--- config.mk ---
export PLATFORM = sky130hd
export DESIGN_NAME = udp_reg_responder
export DESIGN_NICKNAME = d
export VERILOG_FILES = /design/src/rtl/udp_reg_responder.sv
export SDC_FILE = /design/constraint.sdc
export NUM_CORES = 1
export LEC_CHECK = 0
export ABC_CLOCK_PERIOD_IN_PS = 3200
export CORE_ASPECT_RATIO = 1.25
export CORE_UTILIZATION = 53
export CTS_CLUSTER_DIAMETER = 30
export DETAILED_ROUTE_END_ITERATION = 10
export GPL_ROUTABILITY_DRIVEN = 1
export PLACE_DENSITY = 0.83
export RECOVER_POWER = 50
export SKIP_LAST_GASP = 1
export SYNTH_ARGS = -nofsm -noshare
export SYNTH_HDL_FRONTEND = slang
export SYNTH_SLANG_ARGS = --single-unit
--- constraint.sdc ---
create_clock -name sysClk -period 3.2 [get_ports sysClk]
set_input_delay 0.96 -clock sysClk [delete_from_list [all_inputs] [get_ports sysClk]]
set_output_delay 0.96 -clock sysClk [all_outputs]
set_load 0.005 [all_outputs]
--- src/rtl/udp_reg_responder.sv ---
// Register read/write responder for the sysRx/sysTx side of the UDP link port.
// Define UDP_RESP_STATS_EN to add the statPackets/statDrops counters.
module udp_reg_responder #(
  parameter int ADDR_WIDTH = 11,
  parameter int REG_AW     = 24,
  parameter int RD_LATENCY = 2
) (
  input  logic              sysClk,
  input  logic              sysReset_n,
  output logic              sysRxEnable,
  input  logic              sysRxValid,
  input  logic              sysRxLast,
  input  logic [1:0]        sysByteIndex,
  input  logic [31:0]       sysRxData,
  output logic              sysRxReady,
  output logic              sysTxStrobe,
  output logic [31:0]       sysTxData,
  output logic              sysTxStart,
  input  logic              sysTxBusy,
  output logic [REG_AW-1:0] sysRegAddr,
  output logic [31:0]       sysRegWrData,
  output logic              sysRegStrobe,
  input  logic [31:0]       sysRegRdData
`ifdef UDP_RESP_STATS_EN
  ,
  output logic [15:0]       statPackets,
  output logic [15:0]       statDrops
`endif
);

  // state  | meaning
  // IDLE   | waiting for a packet while the transmitter is free
  // HDR    | accept and echo the header word
  // CMD_A  | accept the address word of a command pair
  // CMD_D  | accept the data word of a command pair
  // ACCESS | register bus write strobe or read latency wait
  // EMIT_A | write the echoed address word to the tx buffer
  // EMIT_D | write the reply data word to the tx buffer
  // START  | pulse sysTxStart when the reply is not empty
  // DRAIN  | swallow the rest of the packet without access

  typedef enum logic [3:0] {
    IDLE, HDR, CMD_A, CMD_D, ACCESS, EMIT_A, EMIT_D, START, DRAIN
  } stateT;

  localparam int          WCW       = ADDR_WIDTH - 1;
  localparam int unsigned CAP_WORDS = 2 ** (ADDR_WIDTH - 2);

  stateT             state, stateNxt;
  logic [WCW-1:0]    wcount, wcountNxt;
  logic [31:0]       aWord, aWordNxt;
  logic [31:0]       dWord, dWordNxt;
  logic              lastSeen, lastSeenNxt;
  logic              dropped, droppedNxt;
  logic [2:0]        timer, timerNxt;
  logic              txStrobeNxt;
  logic [31:0]       txDataNxt;
  logic              txStartNxt;
  logic [REG_AW-1:0] regAddrNxt;
  logic [31:0]       regWrDataNxt;
  logic              regStrobeNxt;

  logic              accept;
  logic              fullWord;
  logic              roomForPair;
  logic [ADDR_WIDTH:0] lastByteIdx;

  assign sysRxReady  = (state == HDR) || (state == CMD_A) ||
                       (state == CMD_D) || (state == DRAIN);
  assign accept      = sysRxValid && sysRxReady;
  assign fullWord    = (sysByteIndex == 2'd3);
  assign roomForPair = (32'(wcount) + 32'd2) <= CAP_WORDS;
  assign lastByteIdx = {wcount, 2'b00} - {{ADDR_WIDTH{1'b0}}, 1'b1};

  always_comb begin
    stateNxt     = state;
    wcountNxt    = wcount;
    aWordNxt     = aWord;
    dWordNxt     = dWord;
    lastSeenNxt  = lastSeen;
    droppedNxt   = dropped;
    timerNxt     = timer;
    txStrobeNxt  = 1'b0;
    txDataNxt    = sysTxData;
    txStartNxt   = 1'b0;
    regAddrNxt   = sysRegAddr;
    regWrDataNxt = sysRegWrData;
    regStrobeNxt = 1'b0;

    case (state)
      IDLE: begin
        if (sysRxValid && !sysTxBusy) begin
          stateNxt    = HDR;
          wcountNxt   = '0;
          droppedNxt  = 1'b0;
          lastSeenNxt = 1'b0;
        end
      end
      HDR: begin
        if (accept) begin
          if (!fullWord) begin
            droppedNxt = 1'b1;
            stateNxt   = sysRxLast ? START : DRAIN;
          end else begin
            txStrobeNxt = 1'b1;
            txDataNxt   = sysRxData;
            wcountNxt   = WCW'(1);
            stateNxt    = sysRxLast ? START : CMD_A;
          end
        end
      end
      CMD_A: begin
        if (accept) begin
          if (!fullWord) droppedNxt = 1'b1;
          if (sysRxLast) begin
            stateNxt = START;
          end else if (!fullWord) begin
            stateNxt = DRAIN;
          end else begin
            aWordNxt = sysRxData;
            stateNxt = CMD_D;
          end
        end
      end
      CMD_D: begin
        if (accept) begin
          if (!fullWord || !roomForPair) begin
            droppedNxt = 1'b1;
            stateNxt   = sysRxLast ? START : DRAIN;
          end else begin
            dWordNxt    = sysRxData;
            lastSeenNxt = sysRxLast;
            regAddrNxt  = aWord[REG_AW-1:0];
            timerNxt    = 3'(RD_LATENCY);
            if (aWord[31]) begin
              regStrobeNxt = 1'b1;
              regWrDataNxt = sysRxData;
            end
            stateNxt = ACCESS;
          end
        end
      end
      ACCESS: begin
        // reads count down from RD_LATENCY; capture on terminal count
        if (aWord[31]) begin
          stateNxt = EMIT_A;
        end else if (timer == 3'd0) begin
          dWordNxt = sysRegRdData;
          stateNxt = EMIT_A;
        end else begin
          timerNxt = timer - 3'd1;
        end
      end
      EMIT_A: begin
        txStrobeNxt = 1'b1;
        txDataNxt   = aWord;
        stateNxt    = EMIT_D;
      end
      EMIT_D: begin
        txStrobeNxt = 1'b1;
        txDataNxt   = dWord;
        wcountNxt   = wcount + WCW'(2);
        stateNxt    = lastSeen ? START : CMD_A;
      end
      START: begin
        if (wcount != '0) begin
          txStartNxt = 1'b1;
          txDataNxt  = 32'(lastByteIdx[ADDR_WIDTH-1:0]) << 16;
        end
        stateNxt = IDLE;
      end
      DRAIN: begin
        if (accept && sysRxLast) stateNxt = START;
      end
      default: stateNxt = IDLE;
    endcase
  end

  always_ff @(posedge sysClk or negedge sysReset_n) begin
    if (!sysReset_n) begin
      state        <= IDLE;
      wcount       <= '0;
      aWord        <= '0;
      dWord        <= '0;
      lastSeen     <= 1'b0;
      dropped      <= 1'b0;
      timer        <= '0;
      sysRxEnable  <= 1'b0;
      sysTxStrobe  <= 1'b0;
      sysTxData    <= '0;
      sysTxStart   <= 1'b0;
      sysRegAddr   <= '0;
      sysRegWrData <= '0;
      sysRegStrobe <= 1'b0;
    end else begin
      state        <= stateNxt;
      wcount       <= wcountNxt;
      aWord        <= aWordNxt;
      dWord        <= dWordNxt;
      lastSeen     <= lastSeenNxt;
      dropped      <= droppedNxt;
      timer        <= timerNxt;
      sysRxEnable  <= 1'b1;
      sysTxStrobe  <= txStrobeNxt;
      sysTxData    <= txDataNxt;
      sysTxStart   <= txStartNxt;
      sysRegAddr   <= regAddrNxt;
      sysRegWrData <= regWrDataNxt;
      sysRegStrobe <= regStrobeNxt;
    end
  end

`ifdef UDP_RESP_STATS_EN
  logic startEvt;
  logic dropEvt;

  assign startEvt = (state == START) && (wcount != '0);
  assign dropEvt  = (state == START) && dropped;

  always_ff @(posedge sysClk or negedge sysReset_n) begin
    if (!sysReset_n) begin
      statPackets <= '0;
      statDrops   <= '0;
    end else begin
      if (startEvt) statPackets <= statPackets + 16'd1;
      if (dropEvt)  statDrops   <= statDrops + 16'd1;
    end
  end
`endif

endmodule

==> flow_metrics.tcl <==
set metrics [dict create \
    status "finished clean" \
    grt_pass1_wl_mm 36.94 \
    cts_tree "done" \
    setup-tns-final_ps 0 \
    dieArea_um2 16860 \
    grt.overflow.total 0 \
    path_delay_family "simple AND/OR/NAND/NOR gates" \
    drcViolationCount 0 \
    r2r_cells 9 \
    crit_type "register to register" \
    relSlewSlack_pct 1.916 \
    synth-main-ff-cell "dfrtp_1" \
    ys_types 66 \
    p_leak_uw 0.005135 \
    comb_power_share_pct 38.3 \
    finalSetupViolCount 0 \
    synthTopCellsByCount "dfrtp_1, mux2_2, nand2_1, o21ai_0, a21oi_1" \
    drt-initial-drc-count 472 \
    cp_data_required_time_ps 3520 \
    grt_setup_unrepaired "no" \
    crit_fanout 22 \
    synth_xor_area_share_pct 1.011 \
    htree_levels 4 \
    finalCriticalPeriod_ps 2987 \
    cts_setup_buffers 0 \
    fin_worst_skew_ps 11.80 \
    grt_antenna_before_repair 0 \
    clockBufferDepth 2 \
    ir_drop_mv 0.4047 \
    seq_area_frac_synth_pct 50.27 \
    synth_warnings 0 \
    max_cap_viol_count 0 \
    dp.cells 1111 \
    antenna-diode-count 0 \
    ys_ff_latch 174 \
    area_delta_synth_final_pct 28.81 \
    r2r_slack_ps 210 \
    ios 164 \
    power.share.sequential_pct 38.3 \
    fin_nets 996 \
    drive_above_1_share_pct 21.48 \
    start_util_pct 54.95 \
    insertion_delay_ps 440 \
    path_cells "inv_1 -> ha_1 -> or4b_1 -> o22ai_1 -> and4_4 -> a31o_4 -> nand3_4 -> buf_4 -> mux2_4" \
    cts_sinks 174 \
    dp_hpwl_mm 15.48 \
    async_reset_ff_share_pct 100.0 \
    synthSimpleGateAreaFrac_pct 9.520 \
    num_vias 6864 \
    hold_violations 0 \
    sw_frac_of_total_pct 35.31 \
    power_density_nw_per_um2 796.1 \
    hold_path_end "timer[2]" \
    synthAdderAreaFrac_pct 1.011 \
    r2r_start "wcount[1]" \
    portBuffers 163 \
    routedWlPerCell_um 20.04 \
    holdBufCountCts 0 \
    drt_pass1_iterations 5 \
    avgSynthCellArea_um2 11.38 \
    cts_root_buf "clkbuf_16" \
    synth_top_family_by_area "multiplexers" \
    hp-class "register to register" \
    grt_max_degree 60 \
    critPathMaxStageDelay_ps 470 \
    rows 51 \
    crit_buf_inv 2 \
    fp.coreArea_um2 15760 \
    yosysMostFrequentCell "dfrtp_1" \
    dieHeight_um 144.9 \
    critPathCaptureType "register" \
    synth_nets 839 \
    p_sw_uw 3136 \
    synth_compound_area_share_pct 13.46 \
    netlist_area_um2 8661 \
    routed_wl_mm 22.91 \
    min_from "timer[2]" \
    synth-edff-count 0 \
    cp_slowest_cell "or4b_1" \
    grt_use_total_pct 28.75 \
    synthCells 761 \
    cts_buffers 17 \
    path_clk_slew_ps 60 \
    min_path_cells 1 \
    post-route-period-util_pct 93.35 \
    worst_pin_slew_ps 1471 \
    routabilityCongestion 0.9430 \
    viasPerCell 6.005 \
    finalMaxSlewViolations 0 \
    ys_top_cells_by_area "dfrtp_1, mux2_2, mux2_4" \
    critPathArrivalTime_ps 3310 \
    fillers 1137 \
    yosysTopAreaCellShare_pct 50.27 \
    p_int_uw 5746 \
    die_w_um 116.3 \
    synthMuxAreaShare_pct 21.24 \
    ant_nets 0 \
    worstReg2RegEnd "sysRegWrData[27]" \
    start_kind "register" \
    grt_pass1_vias 6934 \
    dp_slack_ps 129.0 \
    postLayoutSetupSlackWorst_ps 212.9 \
    fin_cells 1143 \
    fmax_mhz 334.8 \
    yosysTopAreaCell "dfrtp_1" \
    clockPowerShare_pct 23.5 \
    postCtsResizedCells 0 \
]
## stage by stage
stage                     total power, µW  hold WS (ps)  utilization [%]  instance area [µm²]
after global placement               6734         460.2            67.22                10600
final                                8881         470.7            70.78                11160
after floorplan                      5291         441.4                -                 8661
after detailed placement             6851         464.9            67.22                10600
after global routing                 9391         500.9            70.78                11160
after CTS                            8971         473.4            70.99                11190
## final cells by class
| type | count | area [µm²] | share of cell area, % |
|---|---|---|---|
| Sequential cell | 174 | 4354 | 39.03 |
| Clock inverter | 11 | 132.6 | 1.189 |
| Inverter | 11 | 41.29 | 0.3701 |
| Clock buffer | 21 | 460.4 | 4.127 |
| Tap cell | 212 | 265.3 | 2.378 |
| Multi-Input combinational cell | 525 | 4029 | 36.11 |
| Timing Repair Buffer | 189 | 1873 | 16.79 |
## flip-flops by register name, summed over array words and instances (netlist names)
| register | cells |
|---|---|
| aWord | 32 |
| dWord | 32 |
| sysRegWrData | 32 |
| sysTxData | 32 |
| sysRegAddr | 24 |
| wcount | 10 |
| state | 4 |
| timer | 3 |
| lastSeen | 1 |
| sysRegStrobe | 1 |
| sysRxEnable | 1 |
| sysTxStart | 1 |
| sysTxStrobe | 1 |
## routing by layer
| metal | track usage [%] | wire length (µm) | vias up |
|---|---|---|---|
| met5 | 0 | 0 | - |
| met1 | 37.49 | 9281 | 3450 |
| li1 | - | - | 3089 |
| met4 | 10.00 | 607 | 0 |
| met3 | 7.059 | 1565 | 49 |
| met2 | 46.21 | 11450 | 276 |
## cell families (layout without fill, tap and decap cells)
| family | count (synthesis) | after routing |
|---|---|---|
| AOI/OAI and AO/OA | 177 | 177 |
| and+or+nand+nor | 176 | 176 |
| DFF | 174 | 174 |
| muxes | 154 | 154 |
| buffers and inverters | 62 | 232 |
| xor gates and xnor gates | 10 | 10 |
| adders and majority gates | 7 | 7 |
| other | 1 | 1 |
## power by group through the flow
| stage | combinational [µW] | clock, µW | sequential, µW |
|---|---|---|---|
| 2_1_floorplan | 1990 | 0 | 3300 |
| 3_3_place_gp | 3340 | 0 | 3400 |
| 3_5_place_dp | 3430 | 0 | 3420 |
| 4_1_cts | 3460 | 2110 | 3400 |
| 5_1_grt | 3710 | 2190 | 3490 |
| 6_report | 3400 | 2080 | 3400 |
## worst reg2reg max path, delay by kind of cell, from the launching register on
| family | cells | cell delay (ps) |
|---|---|---|
| adder cells (fa/ha/maj) | 1 | 350 |
| AND/OR/NAND/NOR | 3 | 850 |
| flip-flops | 1 | 460 |
| AO/OA/AOI/OAI | 2 | 400 |
| buffers and inverters | 2 | 420 |
| multiplexers | 1 | 380 |
## how the worst max path moves through the flow
stage	slack, ps	cells after the start	to	startpoint
floorplan	620	10	sysRegWrData[10]	wcount[2]
global placement	180	8	dWord[0]	sysByteIndex[0]
detailed placement	130	8	dWord[4]	sysByteIndex[0]
CTS	240	9	sysRegWrData[27]	wcount[1]
global route	120	9	sysRegWrData[23]	wcount[2]
finish	210	9	sysRegWrData[27]	wcount[1]
## cells in the final DEF (no fill, tap or decap), drive strengths merged, types with 22 or more instances in the layout
cell type	instances
nand3	24
dlygate4sd3	43
mux2	151
clkdlybuf4s50	119
clkbuf	26
nor2	40
dfrtp	174
o21ai	58
a21oi	48
nand2	78
buf	22
Note: power is estimated with default switching activity, not from simulation.
